**config.mk**
```make
export PLATFORM = sky130hd
export DESIGN_NAME = echo_counter_mc
export DESIGN_NICKNAME = d
export VERILOG_FILES = /design/src/rtl/echo_counter_mc.sv
export SDC_FILE = /design/constraint.sdc
export NUM_CORES = 1
export LEC_CHECK = 0
export CAP_MARGIN = 10
export CORE_MARGIN = 10
export CORE_UTILIZATION = 55
export CTS_BUF_LIST = sky130_fd_sc_hd__clkbuf_4
export CTS_CLUSTER_SIZE = 12
export DETAILED_ROUTE_END_ITERATION = 6
export PLACE_DENSITY = 0.76
export SETUP_SLACK_MARGIN = 0.5
export SKIP_CTS_REPAIR_TIMING = 1
export SLEW_MARGIN = 20
export SYNTH_ARGS = -nofsm -noshare
export SYNTH_HDL_FRONTEND = slang
export SYNTH_SLANG_ARGS = --single-unit
```
**constraint.sdc**
```tcl
create_clock -name clk -period 2.2 [get_ports clk]
set_clock_uncertainty 0.15 [all_clocks]
set_input_delay 0.55 -clock clk [delete_from_list [all_inputs] [get_ports clk]]
set_output_delay 0.55 -clock clk [all_outputs]
set_load 0.005 [all_outputs]
```
**src/rtl/echo_counter_mc.sv**
```systemverilog
`default_nettype none
// ============================================================================
//  Module      : echo_counter_mc
//  Description : Multi-channel ultrasonic echo-width counter. Each channel is
//                armed per ping, waits a bounded time for the echo rising edge,
//                then counts the echo high-time and reports it with a strobe.
//                Optional macro ECHO_GLITCH_FILTER_EN adds a FILT_LEN-cycle
//                stability filter behind each synchroniser.
//  Revision    : 1.0 - initial release
// ============================================================================
module echo_counter_mc #(
    parameter int NUM_CH       = 4,
    parameter int CNT_W        = 16,
    parameter int WAIT_W       = 20,
    parameter int WAIT_TIMEOUT = 20000,
    parameter int MAX_PULSE    = 65535,
    parameter int FILT_LEN     = 4
) (
    input  logic                    clk,
    input  logic                    reset,
    input  logic                    enable_count,
    input  logic [NUM_CH-1:0]       arm,
    input  logic [NUM_CH-1:0]       echo_pulse,
    output logic [NUM_CH*CNT_W-1:0] distance_raw,
    output logic [NUM_CH-1:0]       dist_valid,
    output logic [NUM_CH-1:0]       timeout_pulse,
    output logic [NUM_CH-1:0]       ovf_pulse,
    output logic [NUM_CH-1:0]       busy
);

    typedef enum logic [1:0] {
        ST_IDLE      = 2'd0,
        ST_WAIT_RISE = 2'd1,
        ST_MEASURE   = 2'd2,
        ST_HOLDOFF   = 2'd3
    } state_t;

    localparam logic [WAIT_W-1:0] c_wait_last = WAIT_W'(WAIT_TIMEOUT - 1);
    localparam logic [CNT_W-1:0]  c_cnt_last  = CNT_W'(MAX_PULSE - 1);
    localparam logic [CNT_W-1:0]  c_cnt_max   = CNT_W'(MAX_PULSE);

`ifndef ECHO_GLITCH_FILTER_EN
    // The filter length only matters when the glitch filter is built in.
    logic w_filt_len_unused;
    assign w_filt_len_unused = (FILT_LEN > 0);
`endif

    for (genvar i = 0; i < NUM_CH; i++) begin : g_ch
        logic              r_sync1;
        logic              r_sync2;
        logic              r_echo_q;
        logic              w_echo_s;
        logic              w_rise;
        state_t            r_state;
        state_t            w_state_nxt;
        logic [WAIT_W-1:0] r_timer;
        logic [WAIT_W-1:0] w_timer_nxt;
        logic [CNT_W-1:0]  r_cnt;
        logic [CNT_W-1:0]  w_cnt_nxt;
        logic [CNT_W-1:0]  r_dist;
        logic [CNT_W-1:0]  w_dist_nxt;
        logic              r_valid;
        logic              w_valid_nxt;
        logic              r_tmo;
        logic              w_tmo_nxt;
        logic              r_ovf;
        logic              w_ovf_nxt;

        always_ff @(posedge clk or negedge reset) begin
            if (!reset) begin
                r_sync1 <= 1'b0;
                r_sync2 <= 1'b0;
            end else begin
                r_sync1 <= echo_pulse[i];
                r_sync2 <= r_sync1;
            end
        end

`ifdef ECHO_GLITCH_FILTER_EN
        localparam int c_fcnt_w = (FILT_LEN > 1) ? $clog2(FILT_LEN) : 1;
        localparam logic [c_fcnt_w-1:0] c_fcnt_last = c_fcnt_w'(FILT_LEN - 1);

        logic                r_filt;
        logic [c_fcnt_w-1:0] r_fcnt;

        // Level follows the synchronised input only after FILT_LEN agreeing samples.
        always_ff @(posedge clk or negedge reset) begin
            if (!reset) begin
                r_filt <= 1'b0;
                r_fcnt <= '0;
            end else if (r_sync2 == r_filt) begin
                r_fcnt <= '0;
            end else if (r_fcnt == c_fcnt_last) begin
                r_filt <= r_sync2;
                r_fcnt <= '0;
            end else begin
                r_fcnt <= r_fcnt + 1'b1;
            end
        end

        assign w_echo_s = r_filt;
`else
        assign w_echo_s = r_sync2;
`endif

        assign w_rise = w_echo_s & ~r_echo_q;

        always_ff @(posedge clk or negedge reset) begin
            if (!reset) begin
                r_echo_q <= 1'b0;
                r_state  <= ST_IDLE;
                r_timer  <= '0;
                r_cnt    <= '0;
                r_dist   <= '0;
                r_valid  <= 1'b0;
                r_tmo    <= 1'b0;
                r_ovf    <= 1'b0;
            end else begin
                r_echo_q <= w_echo_s;
                r_state  <= w_state_nxt;
                r_timer  <= w_timer_nxt;
                r_cnt    <= w_cnt_nxt;
                r_dist   <= w_dist_nxt;
                r_valid  <= w_valid_nxt;
                r_tmo    <= w_tmo_nxt;
                r_ovf    <= w_ovf_nxt;
            end
        end

        always_comb begin
            w_state_nxt = r_state;
            w_timer_nxt = r_timer;
            w_cnt_nxt   = r_cnt;
            w_dist_nxt  = r_dist;
            w_valid_nxt = 1'b0;
            w_tmo_nxt   = 1'b0;
            w_ovf_nxt   = 1'b0;
            if (enable_count) begin
                case (r_state)
                    ST_IDLE: begin
                        if (arm[i]) begin
                            w_state_nxt = ST_WAIT_RISE;
                            w_timer_nxt = '0;
                        end
                    end
                    ST_WAIT_RISE: begin
                        // A rising edge on the final wait cycle still starts a measurement.
                        if (w_rise) begin
                            w_state_nxt = ST_MEASURE;
                            w_cnt_nxt   = CNT_W'(1);
                        end else if (r_timer == c_wait_last) begin
                            w_state_nxt = ST_IDLE;
                            w_tmo_nxt   = 1'b1;
                        end else begin
                            w_timer_nxt = r_timer + 1'b1;
                        end
                    end
                    ST_MEASURE: begin
                        if (!w_echo_s) begin
                            w_state_nxt = ST_IDLE;
                            w_dist_nxt  = r_cnt;
                            w_valid_nxt = 1'b1;
                        end else if (r_cnt >= c_cnt_last) begin
                            w_state_nxt = ST_HOLDOFF;
                            w_dist_nxt  = c_cnt_max;
                            w_valid_nxt = 1'b1;
                            w_ovf_nxt   = 1'b1;
                        end else begin
                            w_cnt_nxt = r_cnt + 1'b1;
                        end
                    end
                    ST_HOLDOFF: begin
                        if (!w_echo_s) begin
                            w_state_nxt = ST_IDLE;
                        end
                    end
                    default: begin
                        w_state_nxt = ST_IDLE;
                    end
                endcase
            end
        end

        assign distance_raw[i*CNT_W +: CNT_W] = r_dist;
        assign dist_valid[i]    = r_valid;
        assign timeout_pulse[i] = r_tmo;
        assign ovf_pulse[i]     = r_ovf;
        assign busy[i]          = (r_state != ST_IDLE);
    end

endmodule
`default_nettype wire

```
-- Word level (Yosys, flattened, before mapping)
Cells that the tools add are included.
- output and inout port bits: 80
- logic and storage cells: 260
- input port bits: 11
- bits in registers: 240
- order comparisons: 4
- add/sub/neg operators: 8
- bitwise gates (word level): 8
- mux-type cells: 112
- reductions and logical operators: 32
- eq/ne operators: 56
- operator list (cell ; number):
    2-to-1 mux 16 bit ; 20
    2-to-1 mux 20 bit ; 12
    case mux 20 bit (2 select lines) ; 4
    case mux 16 bit (2 select lines) ; 4
    adder 20 x 1 -> 20 bit (second input constant) ; 4
    equality test 20 x 15 -> 1 bit (second input constant) ; 4
    adder 16 x 1 -> 16 bit (second input constant) ; 4
    >= comparator 16 bit (second input constant) ; 4
    AND reduction 5 bit ; 12
    inequality test 2 bit (second input constant) ; 28
    2-to-1 mux 2 bit ; 24
    2-to-1 mux 1 bit ; 44
    case mux 2 bit (4 select lines) ; 4
    inequality test 3 bit (second input constant) ; 8
    nonzero test 2 bit ; 12
    equality test 2 bit (second input constant) ; 8
    AND reduction 3 bit ; 4
    equality test 2 x 1 -> 1 bit (second input constant) ; 4
    logical NOT 2 bit ; 4
    inequality test 2 x 1 -> 1 bit (second input constant) ; 4
    AND 1 bit ; 4
    NOT 1 bit ; 4

-- Depth between registers and ports, before layout
Gate-level depths: netlist of run 1.
- word-level depth: 5
- gate-level depth with buffers: 9
- gate-level depth less buffers: 7

-- Worst setup path before layout of run 1
No wires, ideal clock.
- kind: input port to flip-flop
- start point: in enable_count
- end point: reg g_ch[2].r_timer[15]
- setup slack: -57 ps
- data required time: 1984 ps
- path buffers: 2
- data arrival time: 2041 ps
- stages: 7
- setup time: 66 ps
- cell sequence: buf_2 > inv_1 > a2111oi_4 > o21ai_2 > buf_6 > or4_1 > nand2_1
- word-level cells in the longest chain between the ends: 1
- RTL lines (element ; RTL line ; source):
    start, declared ; 21 ; input logic enable_count,
    AND reduction 5 bit (no line) ; -- ;
    end signal, assigned ; 121 ; r_timer <= w_timer_nxt;
    end, declared ; 56 ; logic [WAIT_W-1:0] r_timer;
Every way passes these cells.
A chain may end at the register's enable or synchronous reset.

-- Worst setup path in the final report of run 1
- start point: reg g_ch[3].r_state[0]
- end point: out busy[3]
- word-level cells in the longest chain between the ends: 1
- RTL lines (element ; RTL line ; source):
    start, declared ; 54 ; state_t r_state;
    start signal, assigned ; 120 ; r_state <= w_state_nxt;
    nonzero test 2 bit ; 188 ; assign busy[i] = (r_state != ST_IDLE);
    end, declared ; 28 ; output logic [NUM_CH-1:0] busy
Every way passes these cells.

==> results of run 1 <==
synthesized netlist by cell type, types with 3 or more instances:
master    count
and4b_1       4
a21boi_0      3
or3_1        13
a21oi_1      97
and4_1       17
or4_1         5
nand2_1     103
nor3_1       41
and2_1        6
o22ai_1       4
nor4_1       20
a221o_1       3
mux2_2        4
inv_1        57
a211o_1       9
nor2_1       88
ha_1         12
nand3_1      64
dfrtp_1     240
a31oi_1      51
mux2i_1      32
buf_2        16
and3_1       33
xnor2_1       6
nand3b_1      3
o31ai_1      11
nor4b_1       5
or2_2         7
nand2b_1     13
buf_4        20
a31o_2        7
nand4_1      43
nor3b_1       3
o21a_1       17
a41oi_1      16
a21o_1       13
o211ai_1      3
o21ai_0      59
o22a_1       31
a211oi_1      5
a22o_1        7
clkbuf_1     43
nor2b_1      13
worst max-delay path by stage:
| stage | to | startpoint | cells after the start | slack (ns) |
|---|---|---|---|---|
| after floorplan | g_ch[0].r_cnt[13] | enable_count | 6 | 0.17 |
| after global routing | busy[3] | g_ch[3].r_state[0] | 2 | -0.08 |
| after global placement | g_ch[2].r_timer[11] | arm[2] | 6 | -0.25 |
| after CTS | busy[3] | g_ch[3].r_state[1] | 2 | -0.54 |
| after detailed placement | g_ch[2].r_timer[11] | arm[2] | 6 | -0.31 |
| final | busy[3] | g_ch[3].r_state[0] | 2 | -0.009 |
where the power goes:
part | internal [mW] | switching [mW] | leakage [nW] | total (mW)
logic | 3.25 | 3.06 | 4.35 | 6.32
clock network | 2.36 | 1.95 | 0.514 | 4.31
registers | 5.34 | 0.854 | 3.02 | 6.20
area by class of cell:
cell class | instances | area, um2 | area share (%)
Clock inverter | 16 | 139 | 0.771
Clock buffer | 97 | 728 | 4.04
Timing Repair Buffer | 375 | 3110 | 17.3
Tap cell | 280 | 350 | 1.95
Sequential cell | 240 | 6080 | 33.8
Antenna cell | 1 | 2.50 | 0.0139
Multi-Input combinational cell | 912 | 7380 | 41.0
Inverter | 57 | 219 | 1.22
per-layer routing:
layer,wire [um],vias to the layer above,global-route usage (%)
li1,-,5572,-
met1,16200,6342,29.0
met2,21500,720,35.8
met3,3070,188,4.35
met4,1740,0,8.63
met5,0,-,0
critical path, delay by kind of cell, from the launching register on:
family | cells | cell delay [ns]
simple gates | 1 | 0.28
buf+inv | 1 | 0.12
flops | 1 | 0.46
logic make-up after synthesis:
| family | count (synthesis) |
|---|---|
| flops | 240 |
| buf+inv | 139 |
| xor+xnor | 7 |
| fa+ha+maj | 12 |
| simple gates | 490 |
| mux | 36 |
| compound gates | 364 |
flip-flops by register name, summed over array words and instances (netlist names):
name and count:
g_ch.r_cnt 64, g_ch.r_dist 64, g_ch.r_echo_q 4, g_ch.r_ovf 4, g_ch.r_state 8, g_ch.r_sync1 4
g_ch.r_sync2 4, g_ch.r_timer 80, g_ch.r_tmo 4, g_ch.r_valid 4
stage by stage:
stage          cell area (um2)  instances  hold slack, ns
2_1_floorplan            13000       1288           0.104
3_3_place_gp             14600       1696           0.182
3_5_place_dp             14600       1696           0.194
4_1_cts                  15500       1809          -0.474
5_1_grt                  18000       1978           0.128
6_report                 18000       1978           0.153
==> results.sh, run 1 <==
export IMPL_synth_fa_ha_area_share_pct=1.22
export IMPL_synth_top_cell_area_share_pct=49.0
export IMPL_leakagePower_nw=7.88
export IMPL_gp_congestion=0.913
export IMPL_timing_hold_worst_endpoint="g_ch[0].r_sync1"
export IMPL_rr_startpoint="g_ch[1].r_timer[0]"
export IMPL_drive_gt1_share_pct=47.3
export IMPL_tightest_slew_ns=0.576
export IMPL_io_buffers=90
export IMPL_min_period_over_period_pct=100
export IMPL_setup_viol=1
export IMPL_cp_required_ns=1.50
export IMPL_wire_per_inst_um=21.5
export IMPL_timing_final_max_slew_violations=0
export IMPL_r2r_setup_slack_ns=0.10
export IMPL_fmax_mhz=453
export IMPL_htreeDepth=3
export IMPL_netlist_instances=1288
export IMPL_die_width_um=169
export IMPL_synth_edff_count=0
export IMPL_synthMuxAreaShare_pct=2.98
export IMPL_dp_slack_ns=-0.307
export IMPL_clockRootBuffer="clkbuf_4"
export IMPL_synth_xor_area_share_pct=0.500
export IMPL_routed_via_density=6.48
export IMPL_dr_total_vias=12800
export IMPL_cp_cell_sequence="or2_4, buf_6"
export IMPL_ys_seq_area_share_pct=49.0
export IMPL_ys_types=77
export IMPL_violations="negative setup slack"
export IMPL_grt_max_degree=56
export IMPL_dp_hpwl_mm=22.5
export IMPL_die_height_um=169
export IMPL_ys_warn_count=0
export IMPL_slew_headroom_pct=61.6
export IMPL_cp_arrival_ns=1.51
export IMPL_design_core_area_mm2=0.0219
export IMPL_final_nets=1675
export IMPL_ios=91
export IMPL_synth_area_mm2=0.0123
export IMPL_critPathMaxFanout=5
export IMPL_clockBufferDepth=3
export IMPL_first_global_vias=11000
export IMPL_ir_drop_uv=726
export IMPL_final_common_cell="buf_4"
export IMPL_ys_dominant_reg_cell="dfrtp_1"
export IMPL_hp_class="primary input to register"
export IMPL_area_growth_pct=46.9
export IMPL_async_reset_ff_share_pct=100
export IMPL_setup_ws_ns=-0.00949
export IMPL_worstSetupEndpointType="primary output"
export IMPL_wl_mm=42.5
export IMPL_crit_slowest_cell="dfrtp_2"
export IMPL_grt_usage_pct=22.2
export IMPL_yosys_area_share_simple_pct=21.0
export IMPL_tns_ns=-0.00949
export IMPL_start_util_pct=56.0
export IMPL_hold_start="echo_pulse[0]"
export IMPL_synth_area_top_cells="dfrtp_1, a21oi_1, nand2_1, nor2_1, mux2i_1"
export IMPL_cp_start_kind="register"
export IMPL_syn_avg_cell_area_um2=9.52
export IMPL_postRouteAntennaNets=0
export IMPL_period_needed_ns=2.21
export IMPL_total_power_mw=16.8
export IMPL_synth_top_family_by_area="simple AND/OR/NAND/NOR gates"
export IMPL_dr_pass1_iters=5
export IMPL_rows=54
export IMPL_cts_num_sinks=240
export IMPL_min_path_cells=1
export IMPL_grt_pass1_wl_mm=54.1
export IMPL_slowest_delay_ns=0.46
export IMPL_fin_util_pct=82.3
export IMPL_r2r_cells=7
export IMPL_timing_max_cap_violations=0
export IMPL_final_cell_mix="buf_4, dfrtp_1, clkbuf_4"
export IMPL_clk_latency_ns=0.70
export IMPL_final_hold_viol_count=0
export IMPL_path_class="register to primary output"
export IMPL_synth_nets=1311
export IMPL_die_area_mm2=0.0287
export IMPL_reg2reg_to="g_ch[1].r_timer[12]"
export IMPL_grt_antenna_before_repair=1
export IMPL_drc_errors=0
export IMPL_rsz0062_at_grt="true"
export IMPL_cts_tree="done"
export IMPL_status="finished, violations left"
export IMPL_power_density_mw_per_mm2=934
export IMPL_synth_seq_cells=240
export IMPL_synth_compound_area_share_pct=20.2
export IMPL_drtIter0Drc=1375
export IMPL_path_clk_slew_ns=0.06
export IMPL_numCtsBuffers=66
export IMPL_synth_largest_area_cell="dfrtp_1"
export IMPL_fillers=1217
export IMPL_grt_overflow=0
Note: power is estimated with default switching activity, not from simulation.
==> inputs of run 2 (changes only) <==
--- a/config.mk
+++ b/config.mk
@@ -5,7 +5,7 @@
 export SDC_FILE = /design/constraint.sdc
 export NUM_CORES = 1
 export LEC_CHECK = 0
-export CAP_MARGIN = 10
+export CAP_MARGIN = 20
 export CORE_MARGIN = 10
 export CORE_UTILIZATION = 55
 export CTS_BUF_LIST = sky130_fd_sc_hd__clkbuf_4
@@ -14,7 +14,6 @@
 export PLACE_DENSITY = 0.76
 export SETUP_SLACK_MARGIN = 0.5
 export SKIP_CTS_REPAIR_TIMING = 1
-export SLEW_MARGIN = 20
 export SYNTH_ARGS = -nofsm -noshare
 export SYNTH_HDL_FRONTEND = slang
 export SYNTH_SLANG_ARGS = --single-unit
==> results of run 2 <==
Same layout as run 1: the final DEF is identical, and so are final timing and power.
==> inputs of run 3 (changes only) <==
--- a/config.mk
+++ b/config.mk
@@ -6,7 +6,6 @@
 export NUM_CORES = 1
 export LEC_CHECK = 0
 export CAP_MARGIN = 20
-export CORE_MARGIN = 10
 export CORE_UTILIZATION = 55
 export CTS_BUF_LIST = sky130_fd_sc_hd__clkbuf_4
 export CTS_CLUSTER_SIZE = 12
==> results.sh, run 3 (synthesis results as in run 1) <==
export IMPL_final_hold_viol_count=0
export IMPL_design_area_mm2=0.0176
export IMPL_final_cell_mix="buf_4, dfrtp_1, nand2_1"
export IMPL_design_core_area_mm2=0.0218
export IMPL_timing_max_cap_violations=0
export IMPL_io_buffers=90
export IMPL_total_power_mw=16.2
export IMPL_largest_register="g_ch.r_timer"
export IMPL_grt_pass1_wl_mm=50.6
export IMPL_dp_hpwl_mm=21.6
export IMPL_clkPwrFrac_pct=24.5
export IMPL_final_nets=1670
export IMPL_cts_tree="done"
export IMPL_drtIter0Drc=920
export IMPL_largest_reg_flops=80
export IMPL_routed_via_density=6.29
export IMPL_leakagePower_nw=7.74
export IMPL_fillers=1288
export IMPL_power_frac_comb_pct=37.2
export IMPL_clockBufferDepth=3
export IMPL_dr_total_vias=12400
export IMPL_critPathMaxFanout=5
export IMPL_fin_util_pct=80.7
export IMPL_ir_drop_uv=731
export IMPL_setup_ws_ns=-0.0293
export IMPL_start_util_pct=56.2
export IMPL_rsz0062_at_grt="true"
export IMPL_wire_per_inst_um=19.5
export IMPL_pwr_share_seq_pct=38.3
export IMPL_area_growth_pct=43.8
export IMPL_min_period_over_period_pct=101
export IMPL_p_sw_mw=5.64
export IMPL_cts_num_sinks=240
export IMPL_die_width_um=151
export IMPL_numCtsBuffers=66
export IMPL_rows=54
export IMPL_die_area_mm2=0.0229
export IMPL_dpl_cell_area_mm2=0.0147
export IMPL_top_regs="g_ch.r_timer: 80 flops, g_ch.r_cnt: 64 flops, g_ch.r_dist: 64 flops"
export IMPL_power_internal_mw=10.5
export IMPL_setup_viol=4
export IMPL_grt_max_degree=71
export IMPL_clk_latency_ns=0.68
export IMPL_power_density_mw_per_mm2=918
export IMPL_drive_gt1_share_pct=45.4
export IMPL_clockRootBuffer="clkbuf_4"
export IMPL_first_global_vias=10500
export IMPL_tightest_slew_ns=0.581
export IMPL_ios=91
export IMPL_violations="negative setup slack"
export IMPL_drc_errors=0
export IMPL_cp_required_ns=2.62
export IMPL_gp_congestion=0.942
export IMPL_path_class="register to register"
export IMPL_tns_ns=-0.0427
export IMPL_grt_antenna_before_repair=1
export IMPL_postRouteAntennaNets=0
export IMPL_cp_arrival_ns=2.65
export IMPL_slew_headroom_pct=60.7
export IMPL_final_common_cell="buf_4"
export IMPL_status="finished, violations left"
export IMPL_path_clk_slew_ns=0.07
export IMPL_hp_class="primary input to register"
export IMPL_timing_final_max_slew_violations=0
export IMPL_swShare_pct=34.8
export IMPL_fmax_mhz=449
export IMPL_wl_mm=38.5
export IMPL_worstSetupEndpointType="register"
export IMPL_cp_start_kind="register"
export IMPL_grt_overflow=0
export IMPL_htreeDepth=3
export IMPL_dr_pass1_iters=7
export IMPL_period_needed_ns=2.23
export IMPL_grt_usage_pct=27.5
export IMPL_die_height_um=151
==> run 3: worst max-delay path, stage by stage, from the launching register on <==
cell and delay [ns]:
dfrtp_2 0.45, buf_6 0.13, buf_6 0.10, buf_6 0.12, a2111oi_4 0.36, o21ai_4 0.12
or4_1 0.53, a21oi_1 0.18
==> run 3: layout make-up <==
| class | instances | area [um2] | area share [%] |
|---|---|---|---|
| repair buffers | 369 | 3000 | 17.0 |
| inverters | 57 | 219 | 1.24 |
| clock buffers | 94 | 706 | 4.00 |
| well taps | 280 | 350 | 1.99 |
| clock inverters | 17 | 96.3 | 0.547 |
| multi-input cells | 913 | 7170 | 40.7 |
| diodes | 2 | 5.00 | 0.0284 |
| flip-flops and latches | 240 | 6070 | 34.4 |
==> run 3: path summary, 6_finish.rpt <==
path                                     from                  end  slack, ns  cells past startpoint
min                             echo_pulse[0]      g_ch[0].r_sync1       0.17                      1
max reg2reg                g_ch[2].r_state[0]  g_ch[2].r_timer[11]      -0.03                      7
min reg2reg                   g_ch[2].r_sync1      g_ch[2].r_sync2       0.20                      0
max                        g_ch[2].r_state[0]  g_ch[2].r_timer[11]      -0.03                      7
min in group asynchronous               reset     g_ch[1].r_cnt[6]       0.23                      2
max in group asynchronous               reset   g_ch[1].r_timer[1]       0.96                      3
==> run 3: power by group through the flow <==
stage	Clock [mW]	Sequential [mW]	Combinational [mW]
global route	4.30	6.28	6.48
finish	3.97	6.19	6.02
detailed placement	0	6.19	4.77
global placement	0	6.16	4.61
CTS	4.03	6.12	4.79
floorplan	0	6.04	2.51
==> run 3: stage by stage <==
stage,setup slack [ns],hold WS [ns],instances
after CTS,-0.490,-0.416,1819
after global placement,-0.292,0.182,1708
after detailed placement,-0.364,0.187,1708
final,-0.0293,0.170,1972
after global routing,-0.0784,0.130,1971
after floorplan,0.170,0.104,1288
==> run 3: metal layers <==
| metal | vias to the layer above | track usage, % | wire length [um] |
|---|---|---|---|
| li1 | 5541 | - | - |
| met1 | 6170 | 37.2 | 15200 |
| met2 | 542 | 44.4 | 19400 |
| met3 | 144 | 5.48 | 2500 |
| met4 | 0 | 8.90 | 1380 |
| met5 | - | 0 | 0 |
